### src/rtl/spi_wb_bridge_if.sv
// Wishbone B3 classic-cycle bundle between the SPI bridge (master) and the bus fabric (slave).
interface spi_wb_bridge_if;
   logic [31:0] adr;
   logic [31:0] dat_m2s;
   logic [31:0] dat_s2m;
   logic [3:0]  sel;
   logic        we;
   logic        cyc;
   logic        stb;
   logic [2:0]  cti;
   logic [1:0]  bte;
   logic        ack;
   logic        err;

   modport master (
      output adr, dat_m2s, sel, we, cyc, stb, cti, bte,
      input  dat_s2m, ack, err
   );

   modport slave (
      input  adr, dat_m2s, sel, we, cyc, stb, cti, bte,
      output dat_s2m, ack, err
   );
endinterface

### src/rtl/spi_wb_bridge.sv
// SPI mode-0 slave that executes single-word 32-bit Wishbone B3 read/write cycles.
// Build option: SPI_WB_BRIDGE_TIMEOUT_EN adds the TIMEOUT_CYCLES bus-cycle timeout.
module spi_wb_bridge #(
   parameter int TIMEOUT_CYCLES = 1024
) (
   input  logic            i_clk,
   input  logic            i_rst,
   spi_wb_bridge_if.master wb,
   input  logic            i_sclk,
   input  logic            i_cs_n,
   input  logic            i_mosi,
   output logic            o_miso
);
   typedef enum logic [2:0] {
      S_IDLE, S_CMD, S_ADDR, S_WDATA, S_BUS, S_POLL, S_RDATA, S_DISCARD
   } state_t;

   localparam logic [7:0] CMD_WR = 8'h01;
   localparam logic [7:0] CMD_RD = 8'h02;
   localparam logic [7:0] ST_ACK = 8'h01;
   localparam logic [7:0] ST_ERR = 8'h02;
   localparam logic [7:0] ST_TMO = 8'h04;

   // The timeout counter is 11 bits wide.
   if (TIMEOUT_CYCLES < 1 || TIMEOUT_CYCLES > 2048) begin : g_bad_timeout
      $error("spi_wb_bridge: TIMEOUT_CYCLES must be 1..2048");
   end

   state_t      r_state, w_state_nxt;
   logic [2:0]  r_sclk_sync, r_cs_sync;
   logic [1:0]  r_mosi_sync;
   logic [2:0]  r_bit_cnt;
   logic [6:0]  r_rx, r_tx;
   logic [1:0]  r_byte_idx;
   logic [23:0] r_shift;
   logic        r_is_wr, r_armed, r_status_sent, r_miso;
   logic        r_cyc, r_stb, r_we;
   logic [3:0]  r_sel;
   logic [31:0] r_adr, r_dat_m2s, r_rdata;
   logic [7:0]  r_status;
   logic        w_sclk_rise, w_sclk_fall, w_cs_fall, w_cs_rise, w_cs_act;
   logic        w_bit_en, w_byte_done, w_start, w_tmo_hit;
   logic [7:0]  w_byte, w_tx_nxt;

   assign w_sclk_rise = r_sclk_sync[1] & ~r_sclk_sync[2];
   assign w_sclk_fall = ~r_sclk_sync[1] & r_sclk_sync[2];
   assign w_cs_fall   = ~r_cs_sync[1] & r_cs_sync[2];
   assign w_cs_rise   = r_cs_sync[1] & ~r_cs_sync[2];
   assign w_cs_act    = ~r_cs_sync[1];
   assign w_bit_en    = w_sclk_rise & w_cs_act & (r_state != S_IDLE);
   assign w_byte_done = w_bit_en & (r_bit_cnt == 3'd7);
   assign w_byte      = {r_rx, r_mosi_sync[1]};

   // Two-flop synchronizers plus one extra stage for edge detection.
   always_ff @(posedge i_clk) begin
      if (i_rst) begin
         r_sclk_sync <= 3'b000;
         r_cs_sync   <= 3'b111;
         r_mosi_sync <= 2'b00;
      end else begin
         r_sclk_sync <= {r_sclk_sync[1:0], i_sclk};
         r_cs_sync   <= {r_cs_sync[1:0], i_cs_n};
         r_mosi_sync <= {r_mosi_sync[0], i_mosi};
      end
   end

   // Receive shifter and bit counter, restarted at every frame edge.
   always_ff @(posedge i_clk) begin
      if (i_rst) begin
         r_bit_cnt <= 3'd0;
         r_rx      <= 7'd0;
      end else if (w_cs_fall || w_cs_rise) begin
         r_bit_cnt <= 3'd0;
         r_rx      <= 7'd0;
      end else if (w_bit_en) begin
         r_bit_cnt <= r_bit_cnt + 3'd1;
         r_rx      <= {r_rx[5:0], r_mosi_sync[1]};
      end
   end

   // FSM state register.
   always_ff @(posedge i_clk) begin
      if (i_rst) begin
         r_state <= S_IDLE;
      end else begin
         r_state <= w_state_nxt;
      end
   end

   // FSM next state; a frame may only start once any earlier bus cycle has finished.
   always_comb begin
      w_state_nxt = r_state;
      w_start     = 1'b0;
      if (w_cs_rise) begin
         w_state_nxt = S_IDLE;
      end else begin
         case (r_state)
            S_IDLE: begin
               if (r_armed && w_cs_act && !r_cyc) w_state_nxt = S_CMD;
               else                               w_state_nxt = S_IDLE;
            end
            S_CMD: begin
               if (w_byte_done) begin
                  if (w_byte == CMD_WR || w_byte == CMD_RD) w_state_nxt = S_ADDR;
                  else                                      w_state_nxt = S_DISCARD;
               end else begin
                  w_state_nxt = S_CMD;
               end
            end
            S_ADDR: begin
               if (w_byte_done && r_byte_idx == 2'd3) w_state_nxt = r_is_wr ? S_WDATA : S_BUS;
               else                                   w_state_nxt = S_ADDR;
            end
            S_WDATA: begin
               if (w_byte_done && r_byte_idx == 2'd3) w_state_nxt = S_BUS;
               else                                   w_state_nxt = S_WDATA;
            end
            S_BUS: begin
               w_start     = 1'b1;
               w_state_nxt = S_POLL;
            end
            S_POLL: begin
               if (w_byte_done && r_status_sent) w_state_nxt = r_is_wr ? S_DISCARD : S_RDATA;
               else                              w_state_nxt = S_POLL;
            end
            S_RDATA: begin
               if (w_byte_done && r_byte_idx == 2'd3) w_state_nxt = S_DISCARD;
               else                                   w_state_nxt = S_RDATA;
            end
            S_DISCARD: w_state_nxt = S_DISCARD;
            default:   w_state_nxt = S_IDLE;
         endcase
      end
   end

   // Frame bookkeeping: command type, byte index and address/write-data capture.
   always_ff @(posedge i_clk) begin
      if (i_rst) begin
         r_armed    <= 1'b0;
         r_is_wr    <= 1'b0;
         r_byte_idx <= 2'd0;
         r_shift    <= 24'd0;
         r_adr      <= 32'd0;
         r_dat_m2s  <= 32'd0;
      end else begin
         if (w_cs_fall) r_armed <= 1'b1;
         else if (w_cs_rise || r_state == S_CMD) r_armed <= 1'b0;
         if (w_state_nxt != r_state) r_byte_idx <= 2'd0;
         else if (w_byte_done) r_byte_idx <= r_byte_idx + 2'd1;
         if (w_byte_done) r_shift <= {r_shift[15:0], w_byte};
         if (w_byte_done && r_state == S_CMD) r_is_wr <= (w_byte == CMD_WR);
         if (w_byte_done && r_byte_idx == 2'd3 && r_state == S_ADDR) r_adr <= {r_shift, w_byte};
         if (w_byte_done && r_byte_idx == 2'd3 && r_state == S_WDATA) r_dat_m2s <= {r_shift, w_byte};
      end
   end

`ifdef SPI_WB_BRIDGE_TIMEOUT_EN
   localparam logic [10:0] TMO_LAST = 11'(TIMEOUT_CYCLES - 1);
   logic [10:0] r_tmo_cnt;

   // Cycle age counter, zero on the clk that raises stb.
   always_ff @(posedge i_clk) begin
      if (i_rst) begin
         r_tmo_cnt <= 11'd0;
      end else if (w_start) begin
         r_tmo_cnt <= 11'd0;
      end else if (r_cyc) begin
         r_tmo_cnt <= r_tmo_cnt + 11'd1;
      end
   end

   assign w_tmo_hit = (r_tmo_cnt == TMO_LAST);
`else
   assign w_tmo_hit = 1'b0;
`endif

   // Wishbone master: one classic cycle per command; err outranks a simultaneous ack.
   always_ff @(posedge i_clk) begin
      if (i_rst) begin
         r_cyc    <= 1'b0;
         r_stb    <= 1'b0;
         r_we     <= 1'b0;
         r_sel    <= 4'h0;
         r_status <= 8'h00;
         r_rdata  <= 32'd0;
      end else if (w_start) begin
         r_cyc    <= 1'b1;
         r_stb    <= 1'b1;
         r_we     <= r_is_wr;
         r_sel    <= 4'hF;
         r_status <= 8'h00;
         r_rdata  <= 32'd0;
      end else if (r_cyc) begin
         if (wb.err) begin
            r_cyc    <= 1'b0;
            r_stb    <= 1'b0;
            r_status <= ST_ERR;
            r_rdata  <= 32'd0;
         end else if (wb.ack) begin
            r_cyc    <= 1'b0;
            r_stb    <= 1'b0;
            r_status <= ST_ACK;
            r_rdata  <= wb.dat_s2m;
         end else if (w_tmo_hit) begin
            r_cyc    <= 1'b0;
            r_stb    <= 1'b0;
            r_status <= ST_TMO;
         end
      end
   end

   // Byte to present next on miso; status stays 0x00 while the cycle is pending.
   always_comb begin
      w_tx_nxt = 8'h00;
      case (r_state)
         S_POLL: w_tx_nxt = r_status;
         S_RDATA: begin
            case (r_byte_idx)
               2'd0:    w_tx_nxt = r_rdata[31:24];
               2'd1:    w_tx_nxt = r_rdata[23:16];
               2'd2:    w_tx_nxt = r_rdata[15:8];
               2'd3:    w_tx_nxt = r_rdata[7:0];
               default: w_tx_nxt = 8'h00;
            endcase
         end
         default: w_tx_nxt = 8'h00;
      endcase
   end

   // Transmit shifter: a new byte is latched whole at the fall that ends the previous byte.
   always_ff @(posedge i_clk) begin
      if (i_rst) begin
         r_tx          <= 7'd0;
         r_miso        <= 1'b0;
         r_status_sent <= 1'b0;
      end else if (w_cs_fall || w_cs_rise) begin
         r_tx          <= 7'd0;
         r_miso        <= 1'b0;
         r_status_sent <= 1'b0;
      end else if (w_sclk_fall && w_cs_act && r_state != S_IDLE) begin
         if (r_bit_cnt == 3'd0) begin
            r_miso        <= w_tx_nxt[7];
            r_tx          <= w_tx_nxt[6:0];
            r_status_sent <= (r_state == S_POLL) && (r_status != 8'h00);
         end else begin
            r_miso <= r_tx[6];
            r_tx   <= {r_tx[5:0], 1'b0};
         end
      end
   end

   assign o_miso     = r_miso;
   assign wb.adr     = r_adr;
   assign wb.dat_m2s = r_dat_m2s;
   assign wb.sel     = r_sel;
   assign wb.we      = r_we;
   assign wb.cyc     = r_cyc;
   assign wb.stb     = r_stb;
   assign wb.cti     = 3'b000;
   assign wb.bte     = 2'b00;
endmodule

### src/flat_wrapper.sv
// flat-port wrapper written by rule: the top's interface ports become plain ports
module spi_wb_bridge_flat 
#(
   parameter int TIMEOUT_CYCLES = 1024
)
  (i_clk, i_rst, i_sclk, i_cs_n, i_mosi, o_miso, wb_adr, wb_dat_m2s, wb_sel, wb_we, wb_cyc, wb_stb, wb_cti, wb_bte, wb_dat_s2m, wb_ack, wb_err);
  spi_wb_bridge_if wb_i ();
  input  logic i_clk;
  input  logic i_rst;
  input  logic i_sclk;
  input  logic i_cs_n;
  input  logic i_mosi;
  output logic o_miso;
  output wire logic [$bits(wb_i.adr)-1:0] wb_adr;
  output wire logic [$bits(wb_i.dat_m2s)-1:0] wb_dat_m2s;
  output wire logic [$bits(wb_i.sel)-1:0] wb_sel;
  output wire logic [$bits(wb_i.we)-1:0] wb_we;
  output wire logic [$bits(wb_i.cyc)-1:0] wb_cyc;
  output wire logic [$bits(wb_i.stb)-1:0] wb_stb;
  output wire logic [$bits(wb_i.cti)-1:0] wb_cti;
  output wire logic [$bits(wb_i.bte)-1:0] wb_bte;
  input wire logic [$bits(wb_i.dat_s2m)-1:0] wb_dat_s2m;
  input wire logic [$bits(wb_i.ack)-1:0] wb_ack;
  input wire logic [$bits(wb_i.err)-1:0] wb_err;
  assign wb_adr = wb_i.adr;
  assign wb_dat_m2s = wb_i.dat_m2s;
  assign wb_sel = wb_i.sel;
  assign wb_we = wb_i.we;
  assign wb_cyc = wb_i.cyc;
  assign wb_stb = wb_i.stb;
  assign wb_cti = wb_i.cti;
  assign wb_bte = wb_i.bte;
  assign wb_i.dat_s2m = wb_dat_s2m;
  assign wb_i.ack = wb_ack;
  assign wb_i.err = wb_err;
  spi_wb_bridge #(.TIMEOUT_CYCLES(TIMEOUT_CYCLES)) u_core (.i_clk(i_clk), .i_rst(i_rst), .wb(wb_i), .i_sclk(i_sclk), .i_cs_n(i_cs_n), .i_mosi(i_mosi), .o_miso(o_miso));
endmodule
### config.mk
export PLATFORM = sky130hd
export DESIGN_NAME = spi_wb_bridge_flat
export DESIGN_NICKNAME = d
export VERILOG_FILES = /design/src/rtl/spi_wb_bridge_if.sv /design/src/rtl/spi_wb_bridge.sv /design/src/flat_wrapper.sv
export SDC_FILE = /design/constraint.sdc
export NUM_CORES = 1
export LEC_CHECK = 0
export BUFFER_PORTS_ARGS = -buffer_cell sky130_fd_sc_hd__buf_4
export CAP_MARGIN = 20
export CORE_UTILIZATION = 35
export DETAILED_ROUTE_END_ITERATION = 10
export GPL_ROUTABILITY_DRIVEN = 1
export GPL_TIMING_DRIVEN = 0
export PLACE_DENSITY = 0.6
export SETUP_SLACK_MARGIN = 0.3
export SLEW_MARGIN = 15
export SYNTH_ARGS = -nofsm -noshare
export SYNTH_HDL_FRONTEND = slang
export SYNTH_SLANG_ARGS = --single-unit
### constraint.sdc
create_clock -name i_clk -period 5 [get_ports i_clk]
set_input_delay 0.75 -clock i_clk [delete_from_list [all_inputs] [get_ports i_clk]]
set_output_delay 0.75 -clock i_clk [all_outputs]
set_load 0.02 [all_outputs]
Word-level counts from Yosys, hierarchy flattened
Cells that the tools add are included.
{ "word_totals": {"input_bits": 39, "output_inout_bits": 77, "reg_bits": 166, "wordCells": 108} }
{ "op_classes": {"eq_ne": 14, "n_bitwise": 11, "muxes": 31, "add_sub_neg": 2, "reduce_logical": 29} }
{ "ops": {"columns": ["op", "n"], "rows": [
  ["$mux W32", 2],
  ["$pmux W8 S4", 1],
  ["$pmux W3 S8", 1],
  ["$mux W3", 7],
  ["$mux W1", 16],
  ["$mux W8", 2],
  ["$pmux W8 S2", 1],
  ["$eq A3 B3 Y1 const B", 5],
  ["$logic_and A1 B1 Y1", 10],
  ["$eq A8 B1 Y1 const B", 1],
  ["$eq A8 B2 Y1 const B", 1],
  ["$reduce_bool A8 Y1", 1],
  ["$and A1 B1 Y1", 7],
  ["$mux W7", 1],
  ["$eq A3 B2 Y1 const B", 2],
  ["$logic_not A3 Y1", 2],
  ["$reduce_and A2 Y1", 3],
  ["$reduce_bool A2 Y1", 3],
  ["$reduce_bool A3 Y1", 2],
  ["$reduce_or A2 Y1", 3],
  ["$eq A2 B2 Y1 const B", 2],
  ["$not A1 Y1", 4],
  ["$add A3 B1 Y3 const B", 1],
  ["$eq A3 B1 Y1 const B", 1],
  ["6 further kinds", 8]
]} }

Depth between registers and ports, before layout
Gate-level depths: netlist of run 1.
{ "depth": {"depth_word": 11, "mapped_depth": 9, "ltp_nobuf": 7} }

Worst setup path before layout of run 1
OpenSTA, ideal clock, no wires.
{ "synth_path": {"path_type": "input to register", "start": "input port wb_err", "end": "register u_core.r_rdata[11]", "arrival_time_ns": 1.917, "path_buffers": 3, "setup_time_ns": 0.064, "slack_ns": 3.019, "cell_stages": 6, "required_time_ns": 4.936, "cell_sequence": "clkbuf_1 > o21ai_1 > clkbuf_1 > clkbuf_1 > a21oi_1 > nor2_1"} }
{ "synth_between": {"elab_chain_len": 2, "word_cells_on_any_way": 3, "cone_classes": "mux: 1; reduce/logical: 2"} }
{ "synth_lines": {"columns": ["item", "line_no", "rtl"], "rows": [
  ["start, declared", "flat_wrapper.sv:24", "input wire logic [$bits(wb_i.err)-1:0] wb_err;"],
  ["$reduce_bool A2 Y1 (no source line)", null, null],
  ["$reduce_and A2 Y1 (no source line)", null, null],
  ["end signal, assigned", "spi_wb_bridge.sv:203", "r_rdata <= wb.dat_s2m;"],
  ["end, declared", "spi_wb_bridge.sv:39", "logic [31:0] r_adr, r_dat_m2s, r_rdata;"]
]} }
Parallel ways exist; a longest one is shown, timed or not.
A chain may end at the register's enable or synchronous reset.

Worst setup path after layout of run 1
{ "layout_path": {"start": "register u_core.r_byte_idx[1]", "end": "register u_core.r_byte_idx[0]"} }
{ "layout_between": {"elab_chain_len": 7, "word_cells_on_any_way": 9, "cone_classes": "eq/ne: 2; mux: 5; reduce/logical: 2"} }
{ "layout_lines": {"columns": ["item", "line_no", "rtl"], "rows": [
  ["start, declared", "spi_wb_bridge.sv:34", "logic [1:0] r_byte_idx;"],
  ["start signal, assigned", "spi_wb_bridge.sv:149", "else if (w_byte_done) r_byte_idx <= r_byte_idx + 2'd1;"],
  ["$eq A2 B2 Y1 *", "spi_wb_bridge.sv:111, spi_wb_bridge.sv:115, spi_wb_bridge.sv:127", null],
  ["$logic_and A1 B1 Y1 *", "spi_wb_bridge.sv:111, spi_wb_bridge.sv:115, spi_wb_bridge.sv:127", null],
  ["$mux W1, or another cell as far along", "spi_wb_bridge.sv:127", "if (w_byte_done && r_byte_idx == 2'd3) w_state_nxt = S_DISCARD;"],
  ["$pmux W3 S8 *", "spi_wb_bridge.sv:97", "case (r_state)"],
  ["$mux W3 *", "spi_wb_bridge.sv:94", "if (w_cs_rise) begin"],
  ["$ne A3 B3 Y1 *", "spi_wb_bridge.sv:148", "if (w_state_nxt != r_state) r_byte_idx <= 2'd0;"],
  ["$reduce_or A2 Y1 (no source line) *", null, null]
]} }
Mark *: on every way between the ends. The rest lies on a longest branch, timed or not.

==> metrics.txt, run 1 <==
Clock Tree Root=clkbuf_16; Worst Tran Pin Value=0.8419 ns; minimum clock period=2.539 ns; Num CTS Buffers=17; vias in the first global route=5334; synth cell count leaders=nand2_1, dfxtp_1, a21oi_1; Post-CTS Resized=0; Vias per Instance=4.907; top-count cell post-synth=nand2_1; final core utilization=44.86%; main flop type after synthesis=dfxtp_1; post-synthesis sequential area ratio=50.13%; arrival time worst endpoint=2.85 ns; Max clock buf depth=2; worst path cell trace=ha_1 -> clkbuf_1 -> nand2_1 -> a2111oi_0 -> a221oi_1 -> o21ai_0 -> nor2_1; layout cells sized above 1=17.99%; routability cong.=0.8663; CTS sink count=160; antenna violations before repair=0; Post-synth EDFFs=0; die width=137.1 µm; hold_buf cts=0; Worst Hold Slack=0.4115 ns; DRC violations left=0; Routed WL=17000 µm; hold path depth=1; clk_lat worst skew=0.42 ns; CP required=5.31 ns; Yosys top cell area share=50.13%; Synth Warn #=0; first-pass GRT wire length=26810 µm; worst setup path start=u_core.r_byte_idx[1]; fillers=1846; drt initial violations=452; die area=0.01880 mm²; Chip Height=137.1 µm; Worst-path clk slew=0.06 ns; max_slew headroom=42.42%; Final ANT Viol Nets=0; Avg WL per Cell=14.62 µm; worst stage delay on the critical path=0.78 ns; Hold WC Path Type=reg2reg; Reg-to-Reg End=u_core.r_byte_idx[0]; area of the multi-input gates=0.002804 mm²; starting density of the core=35.69%; max-cap viol count=0; RSZ-0062 raised after global routing=false; Mean Syn Cell Area=8.068 µm²; endpoints failing setup=0; crit-path max FO=10; Setup TNS=0 ns; power per standard cell area=315.1 mW/mm²; pin count of the biggest net entering global routing=17; Critical Path Start Type=flip-flop; Mapped Cells=792; ANT cells=0; Async SR Flop Fraction=0%; peak supply drop=0.2577 mV; Overall Global Routing Usage=18.65%; Post-Place Worst Slack=2.571 ns; final net count=971; max-slew violation count=0; max frequency=393.9 MHz; total grt overflow=0; RR Startpoint=u_core.r_byte_idx[1]; number of post-CTS setup repair buffers=0; hpwl dp=12210 µm; Port Buffers=108; final hold viol count=0; kind of end point of the critical path=flip-flop; CP Class=reg2reg; CTS H-tree lvls=4; DRT Pass-1 Iters=5; post-synthesis register bit count=160; synth-to-layout area growth=25.67%; setup ws final=2.461 ns; Ports=116; area of the core=0.01790 mm²; Area contributors post-synth=dfxtp_1, nand2_1, a21oi_1; Pleak=2.952 nW; critical path endpoint=u_core.r_byte_idx[0]; Tot Pwr=2.530 mW; register-to-register setup slack=2.46 ns; Netlist Area Pre-Place=0.006390 mm²; slowest CP cell=a2111oi_0; num rows=49; Distinct cells, synth=48; Worst Clk Skew=0.006721 ns; top cell type by total area after synthesis=dfxtp_1; Sequential cell area=0.003203 mm²; CTS tree=built; vias=5707; R2R depth=7; outcome=finished clean; fin crit share=50.77%
registers in the layout, summed over array words and instances (netlist names):
name	cells
u_core.r_rx	7
u_core.r_shift	24
u_core.r_status_sent	1
u_core.r_rdata	32
u_core.wb.adr	32
u_core.r_status	2
u_core.wb.sel	1
u_core.r_state	3
u_core.r_byte_idx	2
u_core.wb.cyc	1
u_core.r_bit_cnt	3
u_core.wb.stb	1
u_core.wb.dat_m2s	32
u_core.r_tx	7
u_core.r_sclk_sync	3
u_core.r_mosi_sync	2
u_core.r_is_wr	1
u_core.o_miso	1
u_core.wb.we	1
u_core.r_armed	1
u_core.r_cs_sync	3
stage by stage:
stage	instance area, µm²	instances
6_report	8030	1163
5_1_grt	8030	1163
4_1_cts	8030	1163
3_5_place_dp	7502	1133
3_3_place_gp	7502	1133
2_1_floorplan	6405	796
kinds of logic after synthesis:
kind of cell               share of synthesized area [%]
buffers and inverters                              6.227
xor gates and xnor gates                          0.4113
AOI/OAI and AO/OA                                  16.10
and+or+nand+nor                                    25.00
DFF                                                50.13
adders and majority gates                          1.762
other                                            0.05869
muxes                                             0.3133
worst max-delay path: cells and delay by family (launching register included):
family	cells	cell delay [ns]
AND/OR/NAND/NOR	2	0.38
adder cells (fa/ha/maj)	1	0.16
flip-flops	1	0.39
buffers and inverters	1	0.40
AO/OA/AOI/OAI	3	1.09
report_power, final:
part	internal [mW]	leakage (nW)	switching (mW)
combinational	0.0331	1.41	0.0420
sequential	1.28	1.29	0.00291
clock	0.682	0.252	0.492
how the worst min path moves through the flow:
stage                        startpoint                   to  slack, ns
global placement    u_core.r_cs_sync[0]  u_core.r_cs_sync[1]       0.40
global route        u_core.r_cs_sync[0]  u_core.r_cs_sync[1]       0.43
floorplan           u_core.r_cs_sync[0]  u_core.r_cs_sync[1]       0.39
CTS                 u_core.r_cs_sync[0]  u_core.r_cs_sync[1]       0.41
finish              u_core.r_cs_sync[0]  u_core.r_cs_sync[1]       0.41
detailed placement  u_core.r_cs_sync[0]  u_core.r_cs_sync[1]       0.40
routing by layer:
layer / wire length [µm] / track usage, % / vias up
met5: 0 / 0 / -
met3: 717 / 4.148 / 22
met4: 282 / 6.654 / 0
met2: 7978 / 30.22 / 134
met1: 8021 / 24.22 / 2634
li1: - / - / 2917
cell type report:
cell class	count	area share, %
well taps	229	3.568
clock buffers	26	6.217
plain buffers	69	4.581
multi-input cells	559	34.92
inverters	8	0.3739
clock inverters	4	0.3584
repair buffers	108	10.10
flip-flops and latches	160	39.89
cells in the final DEF, fill, tap and decap left out, drive strengths merged, types with 8 or more instances in the layout:
master    n
nand2   219
dfxtp   160
a21oi   142
buf     138
clkbuf   65
nor2     59
nor3b    34
nor3     12
o21ai    12
nor2b     9
ha        9
inv       8
Power figures use the tool's default switching activity.
==> run 2, diff against run 1 <==
Settings changed: PLACE_DENSITY 0.6 to 0.62.
Clock period 5 ns to 2.2 ns, I/O delays scaled along.
==> metrics.txt, run 2 (same netlist as run 1, synthesis figures left out) <==
outcome=finished clean; ANT cells=0; Ports=116; power per standard cell area=707.4 mW/mm²; final net count=975; peak supply drop=0.5357 mV; max-slew violation count=0; Port Buffers=108; max_slew headroom=58.59%; CP required=2.51 ns; num rows=49; R2R depth=7; die width=137.1 µm; hold_buf cts=0; RSZ-0062 raised after global routing=true; cell mode on critical path=buf_6; DRT Pass-1 Iters=5; vias=5820; max frequency=542.5 MHz; CP Class=reg2reg; commonest non-fill, non-tap cells in the layout=nand2_1, dfxtp_1, a21oi_1, buf_4, nor2_1; Switching Fraction=22.77%; crit-path max FO=10; antenna violations before repair=0; DRC violations left=0; area of the core=0.01790 mm²; Reg-to-Reg End=u_core.r_state[0]; Int Pwr=4.520 mW; total grt overflow=0; final hold viol count=0; pin count of the biggest net entering global routing=17; endpoints failing setup=0; fillers=1762; Max clock buf depth=2; worst stage delay on the critical path=0.40 ns; synth-to-layout area growth=29.49%; arrival time worst endpoint=2.16 ns; Clock Tree Root=clkbuf_16; worst path cell trace=buf_6 -> or3_1 -> buf_2 -> nand2_2 -> buf_6 -> a311oi_1 -> a2111oi_1; layout cells sized above 1=23.62%; Avg WL per Cell=14.59 µm; Sw Pwr=1.333 mW; hold_sp=i_cs_n; Setup TNS=0 ns; Worst Tran Pin Value=0.6212 ns; fin crit share=83.78%; max-cap viol count=0; vias in the first global route=5285; clk_lat worst skew=0.43 ns; Chip Height=137.1 µm; Critical Path Start Type=flip-flop; die area=0.01880 mm²; RR Startpoint=u_core.r_state[2]; hold path depth=2; Routed WL=17050 µm; Num CTS Buffers=17; Gate power share=3.0%; most common cell after layout, fill and taps aside=nand2_1; Worst-path clk slew=0.06 ns; Final ANT Viol Nets=0; hpwl dp=11950 µm; minimum clock period=1.843 ns; Overall Global Routing Usage=18.76%; Worst Clk Skew=0.01061 ns; first-pass GRT wire length=26960 µm; routability cong.=0.8458; CTS tree=built; slowest CP cell=a2111oi_1; CTS H-tree lvls=4; kind of end point of the critical path=flip-flop; power share of the clock group=47.3%; drt initial violations=401; Flop pwr share=49.7%; Hold EP=u_core.r_cs_sync[0]; Tot Pwr=5.853 mW; Vias per Instance=4.979; worst setup path start=u_core.r_state[2]; Hold WC Path Type=in2reg; Pleak=3.067 nW; register-to-register setup slack=0.36 ns; CTS sink count=160; starting density of the core=35.69%
[run 2: changes by cell type in the layout (fill, tap and decap cells not counted), sizes merged]
cell and delta:
buf +5, clkbuf -6, clkinv +4, inv +3
[run 2: worst max-delay path by stage]
| stage | slack (ns) | endpoint | depth (start not counted) |
|---|---|---|---|
| floorplan | 0.34 | u_core.r_rdata[10] | 8 |
| global placement | -0.26 | u_core.r_byte_idx[0] | 7 |
| detailed placement | -0.22 | u_core.r_byte_idx[0] | 7 |
| CTS | 0.31 | u_core.o_miso | 7 |
| global route | 0.28 | u_core.o_miso | 7 |
| finish | 0.36 | u_core.r_state[0] | 7 |
[run 2: power by group through the flow]
stage                     clock (mW)  sequential [mW]  combinational [mW]
after detailed placement           0             2.97               0.171
after floorplan                    0             2.97              0.0916
final                           2.77             2.91               0.176
after CTS                       2.80             2.91               0.173
after global placement             0             2.97               0.171
after global routing            2.93             2.91               0.193
[run 2: critical path, delay by kind of cell (launching register included)]
family	cells	cell delay, ns
AO/OA/AOI/OAI	2	0.51
buffers and inverters	3	0.46
flip-flops	1	0.31
AND/OR/NAND/NOR	2	0.47
[run 2: stage by stage]
step / util, % / instances / cell area (µm²) / setup slack (ns) / hold slack (ns)
finish: 46.22 / 1169 / 8274 / 0.3568 / 0.09107
global route: 46.22 / 1169 / 8274 / 0.2769 / 0.09968
CTS: 45.72 / 1168 / 8184 / 0.3115 / 0.07851
detailed placement: 41.91 / 1133 / 7502 / -0.2173 / 0.3944
global placement: 41.91 / 1133 / 7502 / -0.2596 / 0.3936
floorplan: - / 796 / 6405 / 0.3359 / 0.3895
[run 2: final cells by class]
type                            instances  area [µm²]  share of cell area (%)
Sequential cell                       160        3219                   38.91
Clock inverter                         11       81.33                  0.9829
Inverter                                8       30.03                  0.3629
Timing Repair Buffer                  112       840.8                   10.16
Buffer                                 69       417.9                   5.051
Multi-Input combinational cell        559        2928                   35.38
Clock buffer                           21       470.5                   5.686
Tap cell                              229       286.5                   3.463
[run 2: repair_timing]
item / in CTS / in global routing
setup endpoints to repair: 138 / 119
pin swaps: 4 / 14
resized for setup: 38 / 43
setup buffers: 2 / 1
cloned: 1 / 0
[run 2: layer usage]
metal,share of wire [%],track usage (%)
met1,47,24.61
met2,46,30.36
met3,4.9,3.481
met4,1.7,7.265
met5,0,0
